### src/rtl/shift_down_stage.sv
// rtl/shift_down_stage.sv - one-register shift-down stage that passes, captures or holds an instruction
module shift_down_stage #(
  parameter logic [4:0]  SMC_ID            = 5'd0,
  parameter int unsigned PARAM_UR_WORD_CNT = 4
) (
  input  logic         clk,
  input  logic         rst,
  input  logic [133:0] crd_shiftdn_in,
  input  logic [127:0] dvr_shiftdn_in,
  output logic [133:0] crd_shiftdn_out
);

  // Unified-register word count is carried for configuration compatibility only.
  if (PARAM_UR_WORD_CNT == 0) begin : g_ur_word_cnt_reserved
  end

  typedef enum logic [1:0] {
    ACT_HOLD    = 2'd0,
    ACT_PASS    = 2'd1,
    ACT_CAPTURE = 2'd2
  } act_e;

  logic         in_vld;
  logic [4:0]   in_id;
  act_e         act;
  logic [133:0] out_d;
  logic [133:0] out_q;

  assign in_vld = crd_shiftdn_in[133];
  assign in_id  = crd_shiftdn_in[4:0];

  // Classify the incoming instruction against this stage's id (unsigned compare).
  always_comb begin
    act = ACT_HOLD;
    if (in_vld) begin
      if (in_id > SMC_ID) begin
        act = ACT_PASS;
      end else if (in_id == SMC_ID) begin
        act = ACT_CAPTURE;
      end
    end
  end

  // Next register value: forward, replace payload with local data, or keep.
  always_comb begin
    out_d = out_q;
    case (act)
      ACT_PASS:    out_d = crd_shiftdn_in;
      ACT_CAPTURE: out_d = {1'b1, dvr_shiftdn_in, SMC_ID};
      default:     out_d = out_q;
    endcase
  end

  // Output register; reset wins over every instruction.
  always_ff @(posedge clk) begin
    if (rst) begin
      out_q <= '0;
    end else begin
      out_q <= out_d;
    end
  end

  assign crd_shiftdn_out = out_q;

endmodule

### config.mk
export PLATFORM = sky130hd
export DESIGN_NAME = shift_down_stage
export DESIGN_NICKNAME = d
export VERILOG_FILES = /design/src/rtl/shift_down_stage.sv
export SDC_FILE = /design/constraint.sdc
export NUM_CORES = 1
export LEC_CHECK = 0
export CELL_PAD_IN_SITES_DETAIL_PLACEMENT = 0
export CELL_PAD_IN_SITES_GLOBAL_PLACEMENT = 1
export CORE_MARGIN = 4
export CORE_UTILIZATION = 25
export DETAILED_ROUTE_END_ITERATION = 8
export PLACE_DENSITY = 0.9
export SLEW_MARGIN = 25
export SYNTH_ARGS = -nofsm -noshare
export SYNTH_HDL_FRONTEND = slang
export SYNTH_SLANG_ARGS = --single-unit
### constraint.sdc
create_clock -name clk -period 2.07 [get_ports clk]
set_input_delay 0.414 -clock clk [delete_from_list [all_inputs] [get_ports clk]]
set_output_delay 0.414 -clock clk [all_outputs]
set_load 0.05 [all_outputs]
==> out/results.tsv <==
stage	metric	value	unit
floorplan	die-width	166	um
synth	synth_area	6230	um^2
pwr	power_switching	0.00249	W
pwr	p_int	0.00610	W
floorplan	core	24400	um^2
sta	rsz0062_at_grt	no	
floorplan	initial_core_util	0.255	
clocking	clkLatencyLatePin	400	ps
layout	seq_area	2680	um^2
route	drc_errors	0	
worst_setup_path	cp_num_buf_inv	1	
global_route	overflow	0	
synth	yosysWarnings	0	
clocking	clkSinkCount	134	
floorplan	dieArea	27500	um^2
sta	clock_skew	0	ps
worst_setup_path	cp_max_fo	2	
layout	fillers	2354	
synth	synth_top_area_frac	0.431	
pwr	pwr-share-comb	0.249	
sta	maxSlewViolCount	0	
pwr	clkPwrFrac	0.418	
layout	multi_input_area	3020	um^2
synth	synth.area.top_cells	dfxtp_1, a311oi_1, nand3_1	
status	outcome	complete, no violations	
worst_setup_path	crit_path_cell_trace	clkdlybuf4s50_1	
layout	nets	1384	
clocking	hold_buffers	0	
sta	slew_headroom	0.518	
pwr	switching_share	0.290	
worst_setup_path	max_stage_delay	840	ps
worst_setup_path	critPathCaptureType	primary output	
sta	min_period	2020	ps
route	wire_per_inst	17.7	um
sta	timing.hold.ws	469	ps
place	dpl.hpwl	18.2	mm
layout	layout_commonest_cell	clkdlybuf4s50_1	
route	routed_wl	25.7	mm
place	dp_worst_setup_slack	-202	ps
sta	report.final.hold_viol_count	0	
sta	worstMarginPinSlew	722	ps
layout	largest_reg_flops	134	
global_route	grt_pass1_vias	7133	
clocking	ctsRootBufferMaster	clkbuf_16	
place	numPortBuffers	397	
clocking	cts_buffer_depth	2	
worst_setup_path	start_kind	register	
sta	setup_tns	0	ps
clocking	htree_levels	4	
layout	diodes	0	
sta	setup_viol	0	
synth	syn_inst	762	
floorplan	die_h	166	um
floorplan	io_pins	398	
global_route	grt.total_usage	0.175	
route	viasPerCell	5.05	
global_route	grt_pass1_wl	39.7	mm
global_route	grt_max_degree	157	
layout	drive_above_1_share	0.0707	
route	drt_pass1_iterations	5	
synth	synth_seq_area_share	0.431	
layout	layout_common_cells	clkdlybuf4s50_1, nor2_1, dfxtp_1	
sta	fmax	495	MHz
worst_setup_path	cp_top_family	buffers and inverters	
synth	syn_area_per_cell	8.17	um^2
clocking	clkTransAtPathRegs	60	ps
synth	synth.ff_latch_count	134	
worst_setup_path	crit_path_top_delay_cell	clkdlybuf4s50_1	
pwr	p_seq_frac	0.333	
worst_setup_path	critPathRequiredTime	1660	ps
route	via_count	7347	
sta	post-route-period-util	0.976	
worst_setup_path	crit_type	register to primary output	
layout	final_util	0.462	
clocking	cts_tree	built	
floorplan	rows	57	
synth	ys_types	17	
pwr	leakagePower	3.90	nW
hold_path	hp-class	register to register	
pwr	irDropWorstVdd	504	uV
route	drtIter0Drc	628	
route	ant_nets	0	
worst_setup_path	arrival	1610	ps
pwr	cellPowerDensity	762	nW/um^2
synth	syn_nets	1026	
place	gp_congestion	0.824	
sta	setup_slack	50.2	ps
run	maxCapViolations	0	
synth	yosysTopAreaCell	dfxtp_1	
layout	area_growth	81.0	%
global_route	antenna_found_initial	0	
clocking	cts_buffers	17	
timing repair:
item / 4_1_cts / 5_1_grt
setup buffers: 0 / 0
gates resized for setup: 1 / 2
gates cloned: 0 / 0
hold endpoints to repair: 0 / 0
endpoints found under the setup margin: 1 / 2
final cells by class:
type                    instances  share of cell area
repair buffers                439               0.398
clock inverters                12              0.0222
well taps                     324              0.0360
multi-input cells             528               0.268
clock buffers                  18              0.0381
flip-flops and latches        134               0.238
per-layer routing:
layer / track usage / routed length [um]
met1: 0.212 / 10700
met4: 0.0542 / 544
met5: 0 / 0
met2: 0.300 / 12600
met3: 0.0545 / 1940
Yosys cell counts (all sizes together):
cell type / number
a311oi: 128
buf: 41
clkbuf: 59
dfxtp: 134
mux2i: 5
nand3: 128
nor2: 136
nor4b: 1
o21ai: 128
or2: 1
or4b: 1
kinds of logic (layout without fill, tap and decap cells):
family | Yosys count | in the layout | share of synthesized area
buffers and inverters | 100 | 469 | 0.0876
AOI/OAI and AO/OA | 256 | 256 | 0.283
muxes | 5 | 5 | 0.00804
and+or+nand+nor | 267 | 267 | 0.191
DFF | 134 | 134 | 0.431
metrics by stage:
stage	instance area, um^2	total power, W	std cells
after detailed placement	10600	0.00506	1425
after global placement	10600	0.00504	1425
after global routing	11300	0.00891	1455
after CTS	11300	0.00871	1455
final	11300	0.00859	1455
after floorplan	6230	0.00401	762
worst paths after layout:
kind | cells after the start | to | startpoint | slack (ps)
setup / recovery | 1 | crd_shiftdn_out[82] | crd_shiftdn_out[82]$_SDFFE_PP0P_ | 50
setup reg to reg | 2 | crd_shiftdn_out[125]$_SDFFE_PP0P_ | crd_shiftdn_out[125]$_SDFFE_PP0P_ | 1280
hold / removal | 2 | crd_shiftdn_out[133]$_SDFFE_PP0P_ | crd_shiftdn_out[133]$_SDFFE_PP0P_ | 470
hold reg to reg | 2 | crd_shiftdn_out[133]$_SDFFE_PP0P_ | crd_shiftdn_out[133]$_SDFFE_PP0P_ | 470
power by group through the flow:
stage	combinational, W	clock, W	sequential (W)
finish	0.00214	0.00359	0.00286
global route	0.00226	0.00377	0.00288
CTS	0.00215	0.00369	0.00286
detailed placement	0.00215	0	0.00291
global placement	0.00213	0	0.00291
floorplan	0.000474	0	0.00354
(Power assumes the default switching activity.)
==> RTL change 1: new RTL, config.mk and constraints unchanged <==
Add an input register stage for `crd_shiftdn_in` and `dvr_shiftdn_in`, with the module's reset; this delays them by one clock.
--- a/src/rtl/shift_down_stage.sv
+++ b/src/rtl/shift_down_stage.sv
@@ -9,6 +9,19 @@
   input  logic [127:0] dvr_shiftdn_in,
   output logic [133:0] crd_shiftdn_out
 );
+
+  logic [133:0] crd_shiftdn_q;
+  logic [127:0] dvr_shiftdn_q;
+
+  always_ff @(posedge clk) begin
+    if (rst) begin
+      crd_shiftdn_q <= '0;
+      dvr_shiftdn_q <= '0;
+    end else begin
+      crd_shiftdn_q <= crd_shiftdn_in;
+      dvr_shiftdn_q <= dvr_shiftdn_in;
+    end
+  end
 
   // Unified-register word count is carried for configuration compatibility only.
   if (PARAM_UR_WORD_CNT == 0) begin : g_ur_word_cnt_reserved
@@ -26,8 +39,8 @@
   logic [133:0] out_d;
   logic [133:0] out_q;
 
-  assign in_vld = crd_shiftdn_in[133];
-  assign in_id  = crd_shiftdn_in[4:0];
+  assign in_vld = crd_shiftdn_q[133];
+  assign in_id  = crd_shiftdn_q[4:0];
 
   // Classify the incoming instruction against this stage's id (unsigned compare).
   always_comb begin
@@ -45,8 +58,8 @@
   always_comb begin
     out_d = out_q;
     case (act)
-      ACT_PASS:    out_d = crd_shiftdn_in;
-      ACT_CAPTURE: out_d = {1'b1, dvr_shiftdn_in, SMC_ID};
+      ACT_PASS:    out_d = crd_shiftdn_q;
+      ACT_CAPTURE: out_d = {1'b1, dvr_shiftdn_q, SMC_ID};
       default:     out_d = out_q;
     endcase
   end
Check against the original RTL: not equivalent (Yosys sat finds a counterexample within 4 cycles, from zero or initial values and one cycle with rst high).
==> RTL change 1 against the unedited design <==
Sequential power grew to 2.9 times the old value. Synthesized area grew 110%. Largest power group is now sequential cells. Largest cell class is now sequential cells. Total power grew 120%. Sequential cell count grew 262. Register-to-register slack lost 1.1 ns. Worst setup slack gained 0.11 ns. Highest routed layer is now met5. Clock power grew 120%. Via count grew 46%. Wire length grew 58%. Synthesized cell count grew 73%. Design area grew 70%.
==> RTL change 1: results (changes against the unedited design) <==
[logic_synthesis]
ys_seq_area_share_pct = 60.1  ; was 43.1%
yosys-top-cells-count = dfxtp_1, nor2b_1, nor2_1, a311oi_1, nand3_1  ; was nor2_1, dfxtp_1, a311oi_1, nand3_1, o21ai_1
syn_nets = 1579  ; was 1,026
syn-mean-instance-area_um2 = 10.0  ; was 8.17 um^2
asyncSetResetFlopFracSynth_pct = 0  ; unchanged

[setup_path]
reg2reg_to = crd_shiftdn_out[42]$_SDFFE_PP0P_  ; was crd_shiftdn_out[125]$_SDFFE_PP0P_
r2r-start = crd_shiftdn_q[0]$_SDFF_PP0_  ; was crd_shiftdn_out[125]$_SDFFE_PP0P_
slowest_stage = nor4b_4  ; was clkdlybuf4s50_1
slowest_delay_ns = 0.45  ; was 0.84 ns
rrSetupSlack_ns = 0.16  ; was 1.28 ns
cp.arrival_ns = 2.35  ; was 1.61 ns
reg2reg_depth = 4  ; was 2
cpLargestDelayFamily = simple AND/OR/NAND/NOR gates  ; was buffers and inverters
critPathMaxFanout = 84  ; was 2

[place]
gp_congestion = 0.784  ; was 0.824
placed_cell_area_um2 = 17800  ; was 10,600 um^2
pre_cts_ws_ns = 0.214  ; was -0.202 ns
place_inst = 2294  ; was 1,425
post-dp-hpwl_um = 27300  ; was 18,200 um

[clock_tree]
clock_latency_ns = 0.56  ; was 0.40 ns
cts.path.max_buffers = 3  ; was 2
cts_made_buffers = 44  ; was 17
cts_resized = 121  ; was 1
htree_levels = 2  ; was 4

[worst_hold_path]
hold_class = in -> reg  ; was reg -> reg
min_to = dvr_shiftdn_q[120]$_SDFF_PP0_  ; was crd_shiftdn_out[133]$_SDFFE_PP0P_

[global_route]
grt_max_degree = 162  ; was 157
track_usage_pct = 13.7  ; was 17.5%
grtUsageMet1_pct = 17.1  ; was 21.2%
globalRouteMet2Util_pct = 23.2  ; was 30.0%
grt_pass1_wl_um = 62100  ; was 39,700 um

[power]
p_int_mw = 13.9  ; was 6.10 mW
powerClk_mw = 8.00  ; was 3.59 mW
leakage_nw = 7.28  ; was 3.90 nW
p_seq_mw = 8.23  ; was 2.86 mW
powerComb_mw = 2.37  ; was 2.14 mW
ir_drop_uv = 467  ; was 504 uV

[outcome]
outcome = completed  ; unchanged

[detailed_routing]
avgViaCountPerCell = 4.53  ; was 5.05
wire_per_inst_um = 17.1  ; was 17.7 um
drt_iter0_drc = 476  ; was 628
route.vias.total = 10800  ; was 7,347

[sta]
holdWs_ns = 0.178  ; was 0.469 ns
final.setup_skew_ns = 0.0189  ; was 0 ns
slew_headroom_pct = 41.7  ; was 51.8%

[layout]
layout.nets = 1924  ; was 1,384
multi_input_area_um2 = 4660  ; was 3020 um^2
drive_gt1_share_pct = 7.15  ; was 7.07%
nFillCells = 5070  ; was 2,354
diodes = 0  ; unchanged

[RTL change 1: area by class of cell]
cell class	count	share of cell area [%]
flip-flops and latches	396	41.4
multi-input cells	790	24.3
well taps	680	4.44
clock buffers	60	6.54
clock inverters	19	1.26
repair buffers	428	22.1
[RTL change 1: worst reg2reg max path, cell delays in order (launching register included)]
cell	delay, ns
dfxtp_1	0.35
nor4b_4	0.45
buf_12	0.37
nand3_1	0.29
a311oi_1	0.32
[RTL change 1: per-layer routing]
metal  vias up  part of all wire [%]  routed length (um)
li1       5225                     -                   -
met1      5105                    42               17100
met2       349                    49               19700
met3        70                   6.6                2690
met4         4                   2.6                1060
met5         -                 0.052                  21
[RTL change 1: worst max path at each step]
| stage | from | end | slack [ns] | cells after the start |
|---|---|---|---|---|
| CTS | crd_shiftdn_out[35]$_SDFFE_PP0P_ | crd_shiftdn_out[35] | 0.13 | 1 |
| detailed placement | crd_shiftdn_q[0]$_SDFF_PP0_ | crd_shiftdn_out[18]$_SDFFE_PP0P_ | 0.21 | 4 |
| global placement | crd_shiftdn_q[0]$_SDFF_PP0_ | crd_shiftdn_out[57]$_SDFFE_PP0P_ | 0.29 | 4 |
| floorplan | crd_shiftdn_q[0]$_SDFF_PP0_ | crd_shiftdn_out[113]$_SDFFE_PP0P_ | 0.58 | 5 |
| finish | crd_shiftdn_q[0]$_SDFF_PP0_ | crd_shiftdn_out[42]$_SDFFE_PP0P_ | 0.16 | 4 |
| global route | crd_shiftdn_q[0]$_SDFF_PP0_ | crd_shiftdn_out[46]$_SDFFE_PP0P_ | 0.07 | 4 |
[RTL change 1: kinds of logic after synthesis]
group	Yosys count	synth area share, %
flip-flops	396	60.1
buffers and inverters	129	4.77
AO/OA/AOI/OAI	256	13.4
AND/OR/NAND/NOR	529	21.4
multiplexers	5	0.379
==> RTL change 2: new RTL, same settings <==
Without the edit above. Put one more register stage on the output `crd_shiftdn_out`, cleared by the reset. The value now appears one clock later.
--- a/src/rtl/shift_down_stage.sv
+++ b/src/rtl/shift_down_stage.sv
@@ -60,7 +60,13 @@
     end
   end
 
-  assign crd_shiftdn_out = out_q;
+  always_ff @(posedge clk) begin
+    if (rst) begin
+      crd_shiftdn_out <= '0;
+    end else begin
+      crd_shiftdn_out <= out_q;
+    end
+  end
 
 endmodule
 
Formal check against the unedited RTL: not equivalent (a bounded check fails within 4 cycles, from zero or initial values and one cycle with rst high).
==> RTL change 2 against the unedited design <==
Sequential cell count increased by 134. Global-route usage shrank 3.3 points. Synthesized area is 57% higher. Wire length grew 26%. Worst setup slack better by 0.17 ns. Sequential share of layout area increased by 11 points. Register-to-register slack worse by 0.04 ns. Total power up 47%. Largest power group is now sequential cells. Design area rose by 36%.
==> RTL change 2: results (changes against the unedited design) <==
[logic_synthesis]
yosys-top-cells-count = dfxtp_1, nor2_1, nor2b_1, a311oi_1, nand3_1  ; was nor2_1, dfxtp_1, a311oi_1, nand3_1, o21ai_1
syn_nets = 1309  ; was 1,026
syn-mean-instance-area_um2 = 9.36  ; was 8.17 um^2
ys_seq_area_share_pct = 54.9  ; was 43.1%
synth_area_leaders = dfxtp_1, a311oi_1, nor2b_1, nand3_1, o21ai_1  ; was dfxtp_1, a311oi_1, nand3_1, o21ai_1, nor2_1

[place]
gp_congestion = 0.814  ; was 0.824
post-dp-hpwl_um = 23300  ; was 18,200 um
place_inst = 1907  ; was 1,425
pre_cts_ws_ns = -0.276  ; was -0.202 ns

[worst_hold_path]
hp-start = rst  ; was crd_shiftdn_out[133]$_SDFFE_PP0P_
min_to = crd_shiftdn_out[26]$_SDFF_PP0_  ; was crd_shiftdn_out[133]$_SDFFE_PP0P_

[setup_path]
critPathMaxFanout = 1  ; was 2
slowest_delay_ns = 0.56  ; was 0.84 ns
reg2reg_to = out_q[72]$_SDFFE_PP0P_  ; was crd_shiftdn_out[125]$_SDFFE_PP0P_
slowest_stage = dlygate4sd2_1  ; was clkdlybuf4s50_1
r2r-start = out_q[72]$_SDFFE_PP0P_  ; was crd_shiftdn_out[125]$_SDFFE_PP0P_

[layout]
layout.nets = 1685  ; was 1,384
drive_gt1_share_pct = 8.88  ; was 7.07%
final_common_cell = dfxtp_1  ; was clkdlybuf4s50_1
nFillCells = 3810  ; was 2,354

[clock_tree]
clock_latency_ns = 0.55  ; was 0.40 ns
htree_levels = 1  ; was 4

[global_route]
track_usage_pct = 14.3  ; was 17.5%
grt_pass1_wl_um = 49000  ; was 39,700 um
grt_max_degree = 138  ; was 157

[detailed_routing]
route.vias.total = 9093  ; was 7,347
wl_um = 32400  ; was 25,700 um
wire_per_inst_um = 16.6  ; was 17.7 um

[sta]
worst_pin_slew_ns = 0.669  ; was 0.722 ns
final.setup_skew_ns = 0.00686  ; was 0 ns

[power]
ir_drop_uv = 519  ; was 504 uV
leakage_nw = 6.01  ; was 3.90 nW

[outcome]
outcome = completed  ; unchanged

-- RTL change 2: changes by cell type in the layout (fill, tap and decap cells not counted), moves of 4 or more --
cell	before	now
clkbuf_8	1	8
dfxtp_1	134	268
clkdlybuf4s50_1	389	261
nor2b_1	0	134
clkbuf_16	17	31
bufinv_16	7	1
clkbuf_1	1	6
buf_4	30	59
clkinv_2	1	5
dlygate4sd2_1	1	120
-- RTL change 2: cell families after synthesis --
group / count (synthesis) / synth area share [%]
mux: 5 / 0.512
buf+inv: 115 / 5.90
compound gates: 256 / 18.0
flops: 268 / 54.9
simple gates: 401 / 20.7
-- RTL change 2: power breakdown --
part	internal [mW]	total [mW]	switching [mW]
clock	3.06	5.16	2.10
sequential	5.47	5.58	0.112
combinational	0.884	1.93	1.05
total	9.41	12.7	3.26
-- RTL change 2: how the worst max path moves through the flow --
stage | slack (ns) | start | cells after the start | to
final | 0.22 | crd_shiftdn_out[127]$_SDFF_PP0_ | 1 | crd_shiftdn_out[127]
after global routing | 0.16 | crd_shiftdn_out[127]$_SDFF_PP0_ | 1 | crd_shiftdn_out[127]
after CTS | 0.16 | crd_shiftdn_out[127]$_SDFF_PP0_ | 1 | crd_shiftdn_out[127]
after detailed placement | -0.28 | crd_shiftdn_in[0] | 7 | out_q[46]$_SDFFE_PP0P_
after global placement | -0.21 | crd_shiftdn_in[0] | 7 | out_q[80]$_SDFFE_PP0P_
after floorplan | 0.48 | crd_shiftdn_in[0] | 5 | out_q[103]$_SDFFE_PP0P_
-- RTL change 2: layer usage --
metal,global-route usage (%),vias to the layer above,wire [um]
li1,-,4462,-
met1,17.7,4206,13200
met2,24.1,352,15600
met3,3.12,73,2450
met4,5.80,0,1200
met5,0,-,0
-- RTL change 2: worst reg2reg max path: cells and delay by family, from the launching register on --
family / cells / cell delay, ns
DFF: 1 / 0.34
AOI/OAI and AO/OA: 1 / 0.33
and+or+nand+nor: 1 / 0.05
-- RTL change 2: layout make-up --
type / count / area [um^2] / area share [%]
well taps: 518 / 648 / 4.23
flip-flops and latches: 268 / 5370 / 35.1
clock inverters: 9 / 81.3 / 0.531
multi-input cells: 662 / 3850 / 25.2
clock buffers: 43 / 881 / 5.76
repair buffers: 459 / 4470 / 29.2
-- RTL change 2: per-stage QoR --
| stage | instance area [um^2] | hold slack (ns) | setup TNS (ns) |
|---|---|---|---|
| floorplan | 9780 | 0.432 | 0 |
| global placement | 14500 | 0.444 | -16.29 |
| detailed placement | 14500 | 0.448 | -22.48 |
| CTS | 15300 | 0.368 | 0 |
| global route | 15300 | 0.392 | 0 |
| finish | 15300 | 0.383 | 0 |
-- RTL change 2: repair_timing --
item,in CTS,in global routing
setup endpoints to repair,120,0
resized for setup,120,0
setup buffers,0,0
